===== src/rtl/eth_tx_arbiter.sv =====
// eth_tx_arbiter
// ----------------------------------------------------------------------------
// Packet-granular round-robin arbiter that shares the single 10G MAC TX
// AXI-Stream port between two sources in the clk156 domain:
//   port 0 : encapsulation / reply path
//   port 1 : local control / probe generator
// Once a port is granted, its beats are passed straight through, with no
// added latency, until its tlast is accepted. Packets from the two ports are
// never interleaved. Arbitration costs one IDLE cycle between packets. When
// both ports request at once, the port that was not served last wins, so two
// saturated ports alternate 0,1,0,1...
//
// Optional build macro: ETH_TX_ARB_WATCHDOG_EN
//   When this macro is defined, a granted port that holds tvalid low for
//   TIMEOUT consecutive cycles mid-packet causes the arbiter to do three
//   things. It emits one errored abort beat (tlast=1, tuser=1, tkeep=1,
//   tdata=0). It then silently drains the rest of that packet from the
//   source. Finally it counts the event in timeout_cnt. Without the macro,
//   a granted port is waited on indefinitely and timeout_cnt is tied to 0.
//
// Ports
//   clk156          : 156.25 MHz MAC core clock, the only clock
//   eth_rst         : synchronous, active-high reset
//   s0_axis_*       : source 0 AXI-Stream slave (tvalid/tready/tdata/tkeep/tlast/tuser)
//   s1_axis_*       : source 1 AXI-Stream slave
//   m_axis_*        : AXI-Stream master towards the MAC s_axis_tx interface
//   grant           : one-hot active grant (bit0 = port 0, bit1 = port 1, 00 = idle)
//   pkt_cnt0/1      : packets forwarded per port, wrapping 16-bit counters
//   timeout_cnt     : watchdog aborts, saturating at 8'hFF
// ----------------------------------------------------------------------------
module eth_tx_arbiter #(
    parameter int DATA_WIDTH = 64,
    parameter int KEEP_WIDTH = DATA_WIDTH / 8,
    parameter int TIMEOUT    = 1024
) (
    input  logic                  clk156,
    input  logic                  eth_rst,

    input  logic                  s0_axis_tvalid,
    output logic                  s0_axis_tready,
    input  logic [DATA_WIDTH-1:0] s0_axis_tdata,
    input  logic [KEEP_WIDTH-1:0] s0_axis_tkeep,
    input  logic                  s0_axis_tlast,
    input  logic                  s0_axis_tuser,

    input  logic                  s1_axis_tvalid,
    output logic                  s1_axis_tready,
    input  logic [DATA_WIDTH-1:0] s1_axis_tdata,
    input  logic [KEEP_WIDTH-1:0] s1_axis_tkeep,
    input  logic                  s1_axis_tlast,
    input  logic                  s1_axis_tuser,

    output logic                  m_axis_tvalid,
    input  logic                  m_axis_tready,
    output logic [DATA_WIDTH-1:0] m_axis_tdata,
    output logic [KEEP_WIDTH-1:0] m_axis_tkeep,
    output logic                  m_axis_tlast,
    output logic                  m_axis_tuser,

    output logic [1:0]            grant,
    output logic [15:0]           pkt_cnt0,
    output logic [15:0]           pkt_cnt1,
    output logic [7:0]            timeout_cnt
);

    // The stall counter needs at least one bit.
    if (TIMEOUT < 2) begin : g_bad_timeout
        $error("eth_tx_arbiter: TIMEOUT must be at least 2");
    end

`ifdef ETH_TX_ARB_WATCHDOG_EN
    typedef enum logic [2:0] {IDLE, BUSY0, BUSY1, ABORT, DRAIN} state_t;

    // The counter only ever needs to hold values up to TIMEOUT-1.
    localparam int STALL_W = $clog2(TIMEOUT);

    logic [STALL_W-1:0] stall_cnt;
    logic [7:0]         timeout_q;

    assign timeout_cnt = timeout_q;
`else
    typedef enum logic [1:0] {IDLE, BUSY0, BUSY1} state_t;

    assign timeout_cnt = 8'd0;
`endif

    state_t state;
    logic   cur_port;   // Port that owns the packet in flight (0 or 1).
    logic   last_port;  // Port served last; the other port wins a tie.

    // Signals of the port that owns the current packet.
    logic                  sel_tvalid;
    logic [DATA_WIDTH-1:0] sel_tdata;
    logic [KEEP_WIDTH-1:0] sel_tkeep;
    logic                  sel_tlast;
    logic                  sel_tuser;

    assign sel_tvalid = cur_port ? s1_axis_tvalid : s0_axis_tvalid;
    assign sel_tdata  = cur_port ? s1_axis_tdata  : s0_axis_tdata;
    assign sel_tkeep  = cur_port ? s1_axis_tkeep  : s0_axis_tkeep;
    assign sel_tlast  = cur_port ? s1_axis_tlast  : s0_axis_tlast;
    assign sel_tuser  = cur_port ? s1_axis_tuser  : s0_axis_tuser;

    // Last beat of the granted packet is accepted by the MAC this cycle.
    logic pkt_done;
    assign pkt_done = sel_tvalid & sel_tlast & m_axis_tready;

    // The data path is a combinational pass-through so that a granted
    // packet sees no added latency and no extra pipeline stage.
    always_comb begin
        // NOTE: every output gets a default before the case, so no path
        // leaves a signal unassigned and no latch is inferred.
        m_axis_tvalid  = 1'b0;
        m_axis_tdata   = '0;
        m_axis_tkeep   = '0;
        m_axis_tlast   = 1'b0;
        m_axis_tuser   = 1'b0;
        s0_axis_tready = 1'b0;
        s1_axis_tready = 1'b0;
        case (state)
            BUSY0, BUSY1: begin
                m_axis_tvalid  = sel_tvalid;
                m_axis_tdata   = sel_tdata;
                m_axis_tkeep   = sel_tkeep;
                m_axis_tlast   = sel_tlast;
                m_axis_tuser   = sel_tuser;
                s0_axis_tready = m_axis_tready & ~cur_port;
                s1_axis_tready = m_axis_tready &  cur_port;
            end
`ifdef ETH_TX_ARB_WATCHDOG_EN
            // A single errored beat closes the frame the MAC has already started.
            ABORT: begin
                m_axis_tvalid = 1'b1;
                m_axis_tlast  = 1'b1;
                m_axis_tuser  = 1'b1;
                m_axis_tkeep  = KEEP_WIDTH'(1);
            end
            // Swallow the rest of the stalled packet so the source can finish cleanly.
            DRAIN: begin
                s0_axis_tready = ~cur_port;
                s1_axis_tready =  cur_port;
            end
`endif
            default: ;
        endcase
    end

    always_ff @(posedge clk156) begin
        // NOTE: all state updates use non-blocking assignments, so every
        // register samples values from before the clock edge and the result
        // does not depend on statement order.
        if (eth_rst) begin
            state     <= IDLE;
            cur_port  <= 1'b0;
            last_port <= 1'b1;
            grant     <= 2'b00;
            pkt_cnt0  <= 16'd0;
            pkt_cnt1  <= 16'd0;
`ifdef ETH_TX_ARB_WATCHDOG_EN
            stall_cnt <= '0;
            timeout_q <= 8'd0;
`endif
        end else begin
            case (state)
                IDLE: begin
                    // Port 0 wins when it is the only requester, or on a tie
                    // when port 1 was served last.
                    if (s0_axis_tvalid && (!s1_axis_tvalid || last_port)) begin
                        state    <= BUSY0;
                        cur_port <= 1'b0;
                        grant    <= 2'b01;
                    end else if (s1_axis_tvalid) begin
                        state    <= BUSY1;
                        cur_port <= 1'b1;
                        grant    <= 2'b10;
                    end
`ifdef ETH_TX_ARB_WATCHDOG_EN
                    stall_cnt <= '0;
`endif
                end

                BUSY0, BUSY1: begin
                    if (pkt_done) begin
                        if (cur_port) pkt_cnt1 <= pkt_cnt1 + 16'd1;
                        else          pkt_cnt0 <= pkt_cnt0 + 16'd1;
                        last_port <= cur_port;
                        grant     <= 2'b00;
                        state     <= IDLE;
                    end
`ifdef ETH_TX_ARB_WATCHDOG_EN
                    // Only source silence counts as a stall. Back-pressure
                    // from the MAC does not.
                    else if (sel_tvalid) begin
                        stall_cnt <= '0;
                    end else if (stall_cnt == STALL_W'(TIMEOUT - 1)) begin
                        stall_cnt <= '0;
                        state     <= ABORT;
                    end else begin
                        stall_cnt <= stall_cnt + 1'b1;
                    end
`endif
                end

`ifdef ETH_TX_ARB_WATCHDOG_EN
                ABORT: begin
                    if (m_axis_tready) begin
                        if (timeout_q != 8'hFF) timeout_q <= timeout_q + 8'd1;
                        state <= DRAIN;
                    end
                end

                DRAIN: begin
                    if (sel_tvalid && sel_tlast) begin
                        last_port <= cur_port;
                        grant     <= 2'b00;
                        state     <= IDLE;
                    end
                end
`endif

                default: state <= IDLE;
            endcase
        end
    end

endmodule

===== config.mk =====
export PLATFORM = sky130hd
export DESIGN_NAME = eth_tx_arbiter
export DESIGN_NICKNAME = d
export VERILOG_FILES = /design/src/rtl/eth_tx_arbiter.sv
export SDC_FILE = /design/constraint.sdc
export NUM_CORES = 1
export LEC_CHECK = 0
export CORE_AREA = 2 2 106 108
export CTS_BUF_LIST = sky130_fd_sc_hd__clkbuf_8
export CTS_CLUSTER_DIAMETER = 50
export DETAILED_ROUTE_END_ITERATION = 12
export DIE_AREA = 0 0 108 110
export PLACE_DENSITY = 0.76
export SYNTH_ARGS = -nofsm -noshare
export SYNTH_HDL_FRONTEND = slang
export SYNTH_SLANG_ARGS = --single-unit

===== constraint.sdc =====
create_clock -name clk156 -period 3.5 [get_ports clk156]
set_input_delay 0.7 -clock clk156 [delete_from_list [all_inputs] [get_ports clk156]]
set_output_delay 0.7 -clock clk156 [all_outputs]
set_load 0.05 [all_outputs]

==> impl_results.rst, run 1 <==
.. list-table::
   :header-rows: 1

   * - Metric
     - Value
   * - Post-synthesis mux area share
     - 24.2%
   * - Number of buffers added by the clock tree synthesis step
     - 5
   * - Standard cell area after detailed placement
     - 0.00591 mm^2
   * - Crit path to
     - s0_axis_tready
   * - GR Util met2
     - 34.7%
   * - Worst supply voltage drop on vdd
     - 555 uV
   * - Count of clock tree sinks
     - 38
   * - Number of global-route vias before repair
     - 3586
   * - Total iterations of the first detailed-routing run
     - 4
   * - Wire length reported by the detailed router
     - 12800 um
   * - Finish-stage setup viols
     - 0
   * - Post-cts sizing count
     - 0
   * - Mean cell area of the mapped netlist
     - 8.18 um^2
   * - Total of fill cells in the finished design
     - 969
   * - Number of H-tree levels
     - 2
   * - Total of flip-flops plus latches after synthesis
     - 38
   * - Number of max-slew violations in the final report
     - 0
   * - Global router's overall resource usage
     - 20.2%
   * - Setup repair after global routing missed its margin
     - false
   * - Distinct cells, synth
     - 40
   * - Layout cells sized above 1
     - 2.52%
   * - Top cell type's share of synthesized area
     - 24.2%
   * - Reg-to-reg setup timing slack
     - 1.17 ns
   * - Share of synthesized cell area in and, or, nand and nor gates
     - 32.0%
   * - Worst-path clk slew
     - 0.08 ns
   * - Final worst-path cycle share
     - 88.4%
   * - Clock network latency to the later pin of the worst-skew pair
     - 0.29 ns
   * - Number of cell rows
     - 38
   * - Routed length per instance
     - 16.5 um
   * - Critical register-to-register path endpoint
     - pkt_cnt1[15]$_SDFFE_PP0P_
   * - Top flip-flop cell by instance count after synthesis
     - sky130_fd_sc_hd__dfxtp_1
   * - Gr busiest metal
     - met2
   * - Number of design rule violations left after detail routing
     - 0
   * - Max Buffers Root-to-Sink
     - 2
   * - Async S/R FF share, synth
     - 0%
   * - Final-layout setup total negative slack
     - 0 ns
   * - Min cycle time layout
     - 3.09 ns
   * - Core Box Area
     - 0.0107 mm^2
   * - Logic depth of the worst register-to-register path
     - 7
   * - Warnings, synthesis
     - 0
   * - Drt first-iter violations
     - 162
   * - Hold_buf cts
     - 0
   * - Starting utilization of the core area
     - 29.8%
   * - Dominant delay contributor by cell family on the critical path
     - buffers and inverters
   * - Post-Synth Adder-Cell Area
     - 1.18%
   * - Via count
     - 3722
   * - Post-CTS setup-driven buffer insertion count
     - 0
   * - Worst hold-check path type
     - flop to flop
   * - Sequential cell area fraction in the yosys report
     - 23.9%
   * - Startpoint class of the critical path
     - primary input
   * - Die Height
     - 110 um
   * - Worst-Margin Slew
     - 0.695 ns
   * - Maximum number of pins on one net before global-route repair
     - 54
   * - Data arrival time of the worst path
     - 2.39 ns
   * - Headroom to the max-slew limit
     - 53.2%
   * - Port Buffers
     - 263
   * - Top post-synthesis cells by area
     - sky130_fd_sc_hd__mux2i_1 (24%), sky130_fd_sc_hd__dfxtp_1 (24%), sky130_fd_sc_hd__nor2b_1 (15%)
   * - Layout Skew
     - 0.00854 ns
   * - Crit path kind
     - primary input to primary output
   * - Final GP Congestion
     - 0.810
   * - Sequential cell area
     - 764 um^2
   * - Combinational family with the most area after synthesis
     - simple AND/OR/NAND/NOR gates
   * - Multi-input combinational cell area
     - 0.00224 mm^2
   * - Leakage power total
     - 2.09 nW
   * - Post-synthesis instance area
     - 0.00318 mm^2
   * - Post-route ant nets
     - 0
   * - HPWL Detailed
     - 10200 um
   * - Post-synth top area cell
     - sky130_fd_sc_hd__mux2i_1
   * - Maximum clock rate
     - 0.323 GHz
   * - Maximum fanout count along the critical path
     - 8
   * - Number of antenna diodes
     - 0
   * - Sum of overflow across all layers after global routing
     - 0
   * - Sequence of cells on the critical path
     - clkdlybuf4s50_1 > nand3b_4 > clkinv_1 > clkdlybuf4s50_1
   * - Cell depth of the worst setup path
     - 4
   * - Initial antenna violation count
     - 0
   * - Slowest library cell on the worst path
     - sky130_fd_sc_hd__clkdlybuf4s50_1
   * - EDFF count, synth
     - 0
   * - Clock tree from TritonCTS
     - done
   * - Cell occurring most often along the worst timing path
     - sky130_fd_sc_hd__clkdlybuf4s50_1
   * - Synth cell count leaders
     - sky130_fd_sc_hd__mux2i_1 (77), sky130_fd_sc_hd__nor2b_1 (75), sky130_fd_sc_hd__dfxtp_1 (38)
   * - Synth Area in Compound Gates
     - 7.67%
   * - Number of maximum-capacitance violations
     - 0
   * - Cell count after synthesis
     - 389
   * - Final Hold Violating Endpoints
     - 0
   * - Xor and xnor area share after synthesis
     - 4.40%
   * - Wire length of the first global-routing pass
     - 19100 um
   * - Most frequent cell after synthesis
     - sky130_fd_sc_hd__mux2i_1
   * - Critical register-to-register path startpoint
     - state[0]$_SDFFE_PP0P_
   * - Final Net Count
     - 790
   * - Area enclosed by the die boundary
     - 0.0119 mm^2
   * - Stage delay of the slowest cell on the critical path
     - 0.83 ns
   * - Ratio of routed vias to standard cells
     - 4.80
   * - Data required time at the worst endpoint
     - 2.80 ns
   * - Summed area of non-filler cells in the final layout
     - 0.00602 mm^2
   * - Sum of buffers and inverters on the critical path
     - 3
   * - Result of the run
     - completed
   * - Synth-to-Final Area Change
     - 89.0%
   * - Root cell of the clock tree
     - sky130_fd_sc_hd__clkbuf_8
   * - Met3 Use GR
     - 6.88%
   * - Horiz. Die Dim
     - 108 um
   * - Kind of end point of the critical path
     - primary output
   * - Met1 routing resource usage after global routing
     - 24.7%
   * - Ports placed on the boundary
     - 272
   * - Total power per unit cell area
     - 770 mW/mm^2
   * - Critical path launch point
     - m_axis_tready
## kinds of logic (layout without fill, tap and decap cells)
| kind of cell | Yosys count | in the layout |
|---|---|---|
| and+or+nand+nor | 170 | 170 |
| muxes | 77 | 77 |
| buffers and inverters | 44 | 283 |
| AOI/OAI and AO/OA | 40 | 40 |
| DFF | 38 | 38 |
| xor gates and xnor gates | 16 | 16 |
| adders and majority gates | 3 | 3 |
| other | 1 | 8 |
## state kept, by name (all words and copies together) (netlist names)
signal / flops
state: 2
pkt_cnt1: 16
pkt_cnt0: 16
last_port: 1
cur_port: 1
grant: 2
## cells in the final DEF (no fill, tap or decap), drive strengths merged, types with 4 or more instances in the layout
cell / count
a21oi: 19
and3: 8
and4: 4
buf: 7
clkbuf: 5
clkdlybuf4s50: 261
conb: 8
dfxtp: 38
inv: 8
mux2i: 77
nand2: 10
nand3: 14
nand4: 11
nor2: 19
nor2b: 75
o21ai: 5
o31ai: 8
or3: 6
or4: 8
xnor2: 6
xor2: 10
## where the power goes
group / internal (mW) / switching (mW)
logic: 1.41 / 2.37
registers: 0.459 / 0.0244
clock network: 0.208 / 0.158
total: 2.08 / 2.56
## metal layers
metal,part of all wire [%],routed length (um)
met1,40,5090
met2,51,6540
met3,8.2,1050
met4,1.0,129
met5,0,0
## tightest hold or removal path, stage by stage (launching register included)
cell and delay (ns):
sky130_fd_sc_hd__dfxtp_1 0.32, sky130_fd_sc_hd__o31ai_1 0.07, sky130_fd_sc_hd__a21oi_1 0.06
## stage by stage
stage | power [mW] | worst slack [ns] | hold slack, ns | std cells | utilization, %
floorplan | 3.01 | 0.847 | 0.450 | 396 | -
global placement | 4.26 | 0.459 | 0.458 | 767 | 55.3
detailed placement | 4.26 | 0.437 | 0.478 | 767 | 55.3
CTS | 4.65 | 0.424 | 0.489 | 775 | 56.2
global route | 4.83 | 0.326 | 0.517 | 775 | 56.2
finish | 4.63 | 0.405 | 0.487 | 775 | 56.2
## cell type report
| cell class | count | share of cell area (%) |
|---|---|---|
| inverter | 7 | 0.437 |
| sequential | 38 | 12.7 |
| tap | 140 | 2.91 |
| clock inverter | 3 | 0.624 |
| multi-input combinational | 314 | 37.3 |
| clock buffer | 5 | 1.14 |
| timing repair buffer | 268 | 44.9 |
## how the worst min path moves through the flow
stage / start / endpoint / slack (ns) / cells past startpoint
2_1_floorplan: last_port$_SDFFE_PP1P_ / last_port$_SDFFE_PP1P_ / 0.45 / 1
3_3_place_gp: pkt_cnt1[15]$_SDFFE_PP0P_ / pkt_cnt1[15]$_SDFFE_PP0P_ / 0.46 / 2
3_5_place_dp: pkt_cnt1[15]$_SDFFE_PP0P_ / pkt_cnt1[15]$_SDFFE_PP0P_ / 0.48 / 2
5_1_grt: pkt_cnt1[15]$_SDFFE_PP0P_ / pkt_cnt1[15]$_SDFFE_PP0P_ / 0.52 / 2
4_1_cts: pkt_cnt1[15]$_SDFFE_PP0P_ / pkt_cnt1[15]$_SDFFE_PP0P_ / 0.49 / 2
6_report: pkt_cnt1[15]$_SDFFE_PP0P_ / pkt_cnt1[15]$_SDFFE_PP0P_ / 0.49 / 2
(Power assumes the default switching activity.)
==> run 2, diff against run 1 <==
--- a/config.mk
+++ b/config.mk
@@ -10,7 +10,7 @@
 export CTS_CLUSTER_DIAMETER = 50
 export DETAILED_ROUTE_END_ITERATION = 12
 export DIE_AREA = 0 0 108 110
-export PLACE_DENSITY = 0.76
+export PLACE_DENSITY_LB_ADDON = 0.05
 export SYNTH_ARGS = -nofsm -noshare
 export SYNTH_HDL_FRONTEND = slang
 export SYNTH_SLANG_ARGS = --single-unit
==> impl_results.rst, run 2 (synthesis results as in run 1) <==
.. list-table::
   :header-rows: 1

   * - Metric
     - Value
   * - Ratio of routed vias to standard cells
     - 4.74
   * - HPWL Detailed
     - 10300 um
   * - Die Height
     - 110 um
   * - Data arrival time of the worst path
     - 2.48 ns
   * - Number of global-route vias before repair
     - 3577
   * - Worst-Margin Slew
     - 0.632 ns
   * - Final worst-path cycle share
     - 90.7%
   * - Worst-path clk slew
     - 0.08 ns
   * - Drt first-iter violations
     - 148
   * - Kind of end point of the critical path
     - primary output
   * - Worst min-delay path endpoint
     - pkt_cnt0[15]$_SDFFE_PP0P_
   * - Area enclosed by the die boundary
     - 0.0119 mm^2
   * - Wire length reported by the detailed router
     - 12700 um
   * - Number of maximum-capacitance violations
     - 0
   * - Horiz. Die Dim
     - 108 um
   * - Registers with the most flip-flops
     - pkt_cnt0 x16, pkt_cnt1 x16
   * - Critical register-to-register path startpoint
     - state[0]$_SDFFE_PP0P_
   * - Synth-to-Final Area Change
     - 88.7%
   * - Count of clock tree sinks
     - 38
   * - Hold_ws
     - 0.489 ns
   * - Post-cts sizing count
     - 0
   * - Critical register-to-register path endpoint
     - pkt_cnt1[15]$_SDFFE_PP0P_
   * - Crit path kind
     - flop to primary output
   * - Layout Cells excl Fill
     - 779
   * - Finish-stage setup viols
     - 0
   * - Number of max-slew violations in the final report
     - 0
   * - Cell Int Power
     - 1.98 mW
   * - Layout Skew
     - 0.00436 ns
   * - Sequence of cells on the critical path
     - inv_1 > ha_2 > buf_4 > nor2b_1 > clkdlybuf4s50_1
   * - Combinational share of power
     - 81.6%
   * - Reg-to-reg setup timing slack
     - 1.14 ns
   * - Post-route ant nets
     - 0
   * - Net switching power
     - 2.56 mW
   * - Number of design rule violations left after detail routing
     - 0
   * - Root cell of the clock tree
     - sky130_fd_sc_hd__clkbuf_8
   * - Layout cells sized above 1
     - 3.60%
   * - Post-layout total power
     - 4.54 mW
   * - Final GP Congestion
     - 0.782
   * - Stage delay of the slowest cell on the critical path
     - 0.84 ns
   * - Initial antenna violation count
     - 0
   * - Routed length per instance
     - 16.3 um
   * - Post-CTS setup-driven buffer insertion count
     - 0
   * - Clock network power share
     - 6.9%
   * - Critical path launch point
     - state[0]$_SDFFE_PP0P_
   * - Port Buffers
     - 263
   * - Logic depth of the worst register-to-register path
     - 7
   * - Clock tree from TritonCTS
     - done
   * - Max Buffers Root-to-Sink
     - 2
   * - Number of antenna diodes
     - 0
   * - Number of H-tree levels
     - 2
   * - Commonest non-fill, non-tap cells in the layout
     - sky130_fd_sc_hd__clkdlybuf4s50_1 (260), sky130_fd_sc_hd__mux2i_1 (77), sky130_fd_sc_hd__nor2b_1 (75)
   * - Maximum clock rate
     - 0.315 GHz
   * - Sum of overflow across all layers after global routing
     - 0
   * - Headroom to the max-slew limit
     - 57.4%
   * - Maximum fanout count along the critical path
     - 57
   * - Worst supply voltage drop on vdd
     - 556 uV
   * - Final Net Count
     - 794
   * - Via count
     - 3690
   * - Total power per unit cell area
     - 756 mW/mm^2
   * - Result of the run
     - completed
   * - Wire length of the first global-routing pass
     - 18600 um
   * - Leakage power total
     - 2.09 nW
   * - Starting utilization of the core area
     - 29.8%
   * - Maximum number of pins on one net before global-route repair
     - 58
   * - Total iterations of the first detailed-routing run
     - 4
   * - Hold_buf cts
     - 0
   * - Final-layout setup total negative slack
     - 0 ns
   * - Flop pwr share
     - 11.5%
   * - Final Hold Violating Endpoints
     - 0
   * - Switching part of the total
     - 56.4%
   * - Min cycle time layout
     - 3.18 ns
   * - Core Box Area
     - 0.0107 mm^2
   * - Ports placed on the boundary
     - 272
   * - Number of buffers added by the clock tree synthesis step
     - 5
   * - Number of cell rows
     - 38
   * - Startpoint of the tightest hold check path
     - pkt_cnt0[15]$_SDFFE_PP0P_
   * - Clock network latency to the later pin of the worst-skew pair
     - 0.29 ns
   * - Startpoint class of the critical path
     - flop
   * - Setup repair after global routing missed its margin
     - false
   * - Data required time at the worst endpoint
     - 2.80 ns
   * - Cell count after placement
     - 771
   * - Most frequent standard cell in the layout excluding fill and tap cells
     - sky130_fd_sc_hd__clkdlybuf4s50_1
   * - Number of cells on the worst hold path
     - 2
   * - Global router's overall resource usage
     - 20.0%
   * - Worst hold-check path type
     - flop to flop
   * - Slowest library cell on the worst path
     - sky130_fd_sc_hd__clkdlybuf4s50_1
-- run 2: cell types whose count changed in the layout (fill, tap and decap cells not counted), sizes merged --
| cell | before | now |
|---|---|---|
| buf | 7 | 12 |
| bufinv | 1 | 0 |
| clkbuf | 5 | 6 |
| clkdlybuf4s50 | 261 | 260 |
| clkinv | 1 | 2 |
| inv | 8 | 7 |
-- run 2: cell type report --
| type | count | area, um^2 |
|---|---|---|
| clock buffers | 6 | 82.6 |
| fillers | 1017 | 4690 |
| flip-flops and latches | 38 | 764 |
| inverters | 7 | 26.3 |
| multi-input cells | 314 | 2240 |
| clock inverters | 2 | 11.3 |
| repair buffers | 272 | 2710 |
| well taps | 140 | 175 |
-- run 2: worst max-delay path by stage --
| stage | to | slack [ns] | cells after the start |
|---|---|---|---|
| floorplan | m_axis_tdata[0] | 0.85 | 5 |
| global placement | s0_axis_tready | 0.49 | 4 |
| detailed placement | s0_axis_tready | 0.49 | 4 |
| CTS | m_axis_tdata[25] | 0.32 | 5 |
| global route | m_axis_tdata[25] | 0.17 | 5 |
| finish | m_axis_tdata[63] | 0.32 | 5 |
-- run 2: layer usage --
metal	vias up	track usage (%)	share of wire, %
met5	-	0	0
met4	0	4.49	1.3
met3	13	7.00	8.6
met2	140	35.0	51
met1	1687	23.7	39
li1	1850	-	-
-- run 2: worst max-delay path, delay by kind of cell (launching register included) --
| family | cells | cell delay [ns] |
|---|---|---|
| buffers and inverters | 3 | 1.29 |
| adder cells (fa/ha/maj) | 1 | 0.32 |
| flip-flops | 1 | 0.34 |
| AND/OR/NAND/NOR | 1 | 0.21 |
-- run 2: metrics by stage --
| stage | setup WS, ns | area [um^2] | utilization (%) |
|---|---|---|---|
| after floorplan | 0.847 | 3210 | - |
| after global placement | 0.494 | 5910 | 55.3 |
| after detailed placement | 0.486 | 5910 | 55.3 |
| after CTS | 0.317 | 6010 | 56.2 |
| after global routing | 0.175 | 6010 | 56.2 |
| final | 0.325 | 6010 | 56.2 |
-- run 2: power by group through the flow --
| stage | logic (mW) | registers (mW) | clock network [mW] |
|---|---|---|---|
| global route | 3.88 | 0.529 | 0.348 |
| global placement | 3.71 | 0.532 | 0 |
| floorplan | 2.49 | 0.517 | 0 |
| finish | 3.70 | 0.522 | 0.315 |
| detailed placement | 3.71 | 0.532 | 0 |
| CTS | 3.73 | 0.522 | 0.327 |
==> run 3, diff against run 2 <==
==> constraint.sdc (replaced) <==
create_clock -name clk156 -period 3.95 [get_ports clk156]
set_input_delay 0.79 -clock clk156 [delete_from_list [all_inputs] [get_ports clk156]]
set_output_delay 0.79 -clock clk156 [all_outputs]
set_load 0.05 [all_outputs]
==> impl_results.rst, run 3 (synthesis results as in run 1) <==
.. list-table::
   :header-rows: 1

   * - Metric
     - Value
   * - Layout Cells excl Fill
     - 776
   * - Die Height
     - 110 um
   * - Drt first-iter violations
     - 132
   * - Layout Skew
     - 0.00828 ns
   * - Synth-to-Final Area Change
     - 90.4%
   * - Crit path kind
     - flop to primary output
   * - Startpoint class of the critical path
     - flop
   * - Global router's overall resource usage
     - 20.0%
   * - Met1 routing resource usage after global routing
     - 23.4%
   * - Number of cell rows
     - 38
   * - Port Buffers
     - 263
   * - Routed length per instance
     - 16.3 um
   * - Number of max-slew violations in the final report
     - 0
   * - Min cycle time layout
     - 3.46 ns
   * - Result of the run
     - completed
   * - Horiz. Die Dim
     - 108 um
   * - Most frequent standard cell in the layout excluding fill and tap cells
     - sky130_fd_sc_hd__clkdlybuf4s50_1
   * - Post-layout util
     - 56.7%
   * - Met3 Use GR
     - 8.05%
   * - Minimum setup slack after placement
     - 0.608 ns
   * - Ratio of routed vias to standard cells
     - 4.75
   * - Data arrival time of the worst path
     - 2.67 ns
   * - Final GP Congestion
     - 0.787
   * - Number of global-route vias before repair
     - 3584
   * - Clock network latency to the later pin of the worst-skew pair
     - 0.29 ns
   * - Multi-input combinational cell area
     - 0.00224 mm^2
   * - Dominant delay contributor by cell family on the critical path
     - buffers and inverters
   * - Commonest non-fill, non-tap cells in the layout
     - sky130_fd_sc_hd__clkdlybuf4s50_1 (263), sky130_fd_sc_hd__mux2i_1 (77), sky130_fd_sc_hd__nor2b_1 (75)
   * - Hold_buf cts
     - 0
   * - Worst-path clk slew
     - 0.08 ns
   * - Final-layout setup total negative slack
     - 0 ns
   * - Wire length reported by the detailed router
     - 12700 um
   * - Post-CTS setup-driven buffer insertion count
     - 0
   * - Kind of end point of the critical path
     - primary output
   * - Post-layout total power
     - 4.16 mW
   * - GR Util met2
     - 34.2%
   * - Sequence of cells on the critical path
     - inv_1 > ha_2 > buf_12 > nor2b_1 > clkdlybuf4s50_1
   * - Headroom to the max-slew limit
     - 56.3%
   * - Total iterations of the first detailed-routing run
     - 4
   * - Standard cell area after detailed placement
     - 0.00592 mm^2
   * - Area enclosed by the die boundary
     - 0.0119 mm^2
   * - Slowest library cell on the worst path
     - sky130_fd_sc_hd__clkdlybuf4s50_1
   * - Clock tree from TritonCTS
     - done
   * - Final worst-path cycle share
     - 87.6%
   * - Sum of buffers and inverters on the critical path
     - 3
   * - Setup repair after global routing missed its margin
     - false
   * - Ports placed on the boundary
     - 272
   * - Via count
     - 3686
   * - Finish-stage setup viols
     - 0
   * - Maximum clock rate
     - 0.289 GHz
   * - Number of buffers added by the clock tree synthesis step
     - 5
   * - Number of H-tree levels
     - 2
   * - Core Box Area
     - 0.0107 mm^2
   * - Final Hold Violating Endpoints
     - 0
   * - HPWL Detailed
     - 10200 um
   * - Final Net Count
     - 791
   * - Leakage power total
     - 2.09 nW
   * - Count of clock tree sinks
     - 38
   * - Cell count after placement
     - 768
   * - Post-route ant nets
     - 0
   * - Total power per unit cell area
     - 686 mW/mm^2
   * - Max Buffers Root-to-Sink
     - 2
   * - Worst supply voltage drop on vdd
     - 427 uV
   * - Data required time at the worst endpoint
     - 3.16 ns
   * - Maximum number of pins on one net before global-route repair
     - 59
   * - Worst hold-check path type
     - flop to flop
   * - Sequential cell area
     - 764 um^2
   * - Sum of overflow across all layers after global routing
     - 0
   * - Number of antenna diodes
     - 0
   * - Stage delay of the slowest cell on the critical path
     - 0.85 ns
   * - Number of maximum-capacitance violations
     - 0
   * - Total of fill cells in the finished design
     - 982
   * - Summed area of non-filler cells in the final layout
     - 0.00606 mm^2
   * - Number of design rule violations left after detail routing
     - 0
   * - Initial antenna violation count
     - 0
   * - Setup slack after layout
     - 0.490 ns
   * - Maximum fanout count along the critical path
     - 58
   * - Registers with the most flip-flops
     - pkt_cnt0 x16, pkt_cnt1 x16
   * - Starting utilization of the core area
     - 29.8%
   * - Hold_ws
     - 0.486 ns
   * - Worst-Margin Slew
     - 0.649 ns
   * - Wire length of the first global-routing pass
     - 18700 um
   * - Root cell of the clock tree
     - sky130_fd_sc_hd__clkbuf_8
   * - Layout cells sized above 1
     - 2.67%
   * - Post-cts sizing count
     - 0
   * - Gr busiest metal
     - met2
-- run 3: changes by cell type in the layout (fill, tap and decap cells not counted) --
cell / delta
sky130_fd_sc_hd__clkdlybuf4s50_1: +3
sky130_fd_sc_hd__clkbuf_8: -1
sky130_fd_sc_hd__clkinv_2: -1
sky130_fd_sc_hd__inv_4: -1
sky130_fd_sc_hd__bufinv_16: +2
sky130_fd_sc_hd__clkinv_4: +1
sky130_fd_sc_hd__buf_4: -8
sky130_fd_sc_hd__buf_12: +2
-- run 3: final cells by class --
cell class / instances / share of cell area, %
clock buffer: 5 / 1.14
clock inverter: 3 / 1.14
inverter: 7 / 0.434
multi-input combinational: 314 / 37.0
sequential: 38 / 12.6
tap: 140 / 2.89
timing repair buffer: 269 / 44.8
-- run 3: report_power, final --
part           internal [mW]  switching, mW  total (mW)
sequential             0.407         0.0555       0.462
combinational           1.23           2.07        3.30
clock                  0.253          0.145       0.398
total                   1.89           2.27        4.16
-- run 3: worst register-to-register path, delay by kind of cell (launching register included) --
kind | cells | cell delay, ns
and+or+nand+nor | 3 | 1.20
buffers and inverters | 1 | 0.06
adders and majority gates | 1 | 0.67
DFF | 1 | 0.34
AOI/OAI and AO/OA | 1 | 0.15
-- run 3: final timing paths --
check                            startpoint                        end  slack (ns)  cells after the start
setup reg to reg      state[1]$_SDFFE_PP0P_  pkt_cnt1[15]$_SDFFE_PP0P_        1.47                      6
hold / removal    pkt_cnt0[15]$_SDFFE_PP0P_  pkt_cnt0[15]$_SDFFE_PP0P_        0.49                      2
setup / recovery      state[1]$_SDFFE_PP0P_               m_axis_tuser        0.49                      5
hold reg to reg   pkt_cnt0[15]$_SDFFE_PP0P_  pkt_cnt0[15]$_SDFFE_PP0P_        0.49                      2
-- run 3: layer usage --
metal  vias to the layer above  share of wire (%)
li1                       1848                  -
met1                      1689                 39
met2                       138                 51
met3                        11                9.1
met4                         0                1.5
met5                         -                  0
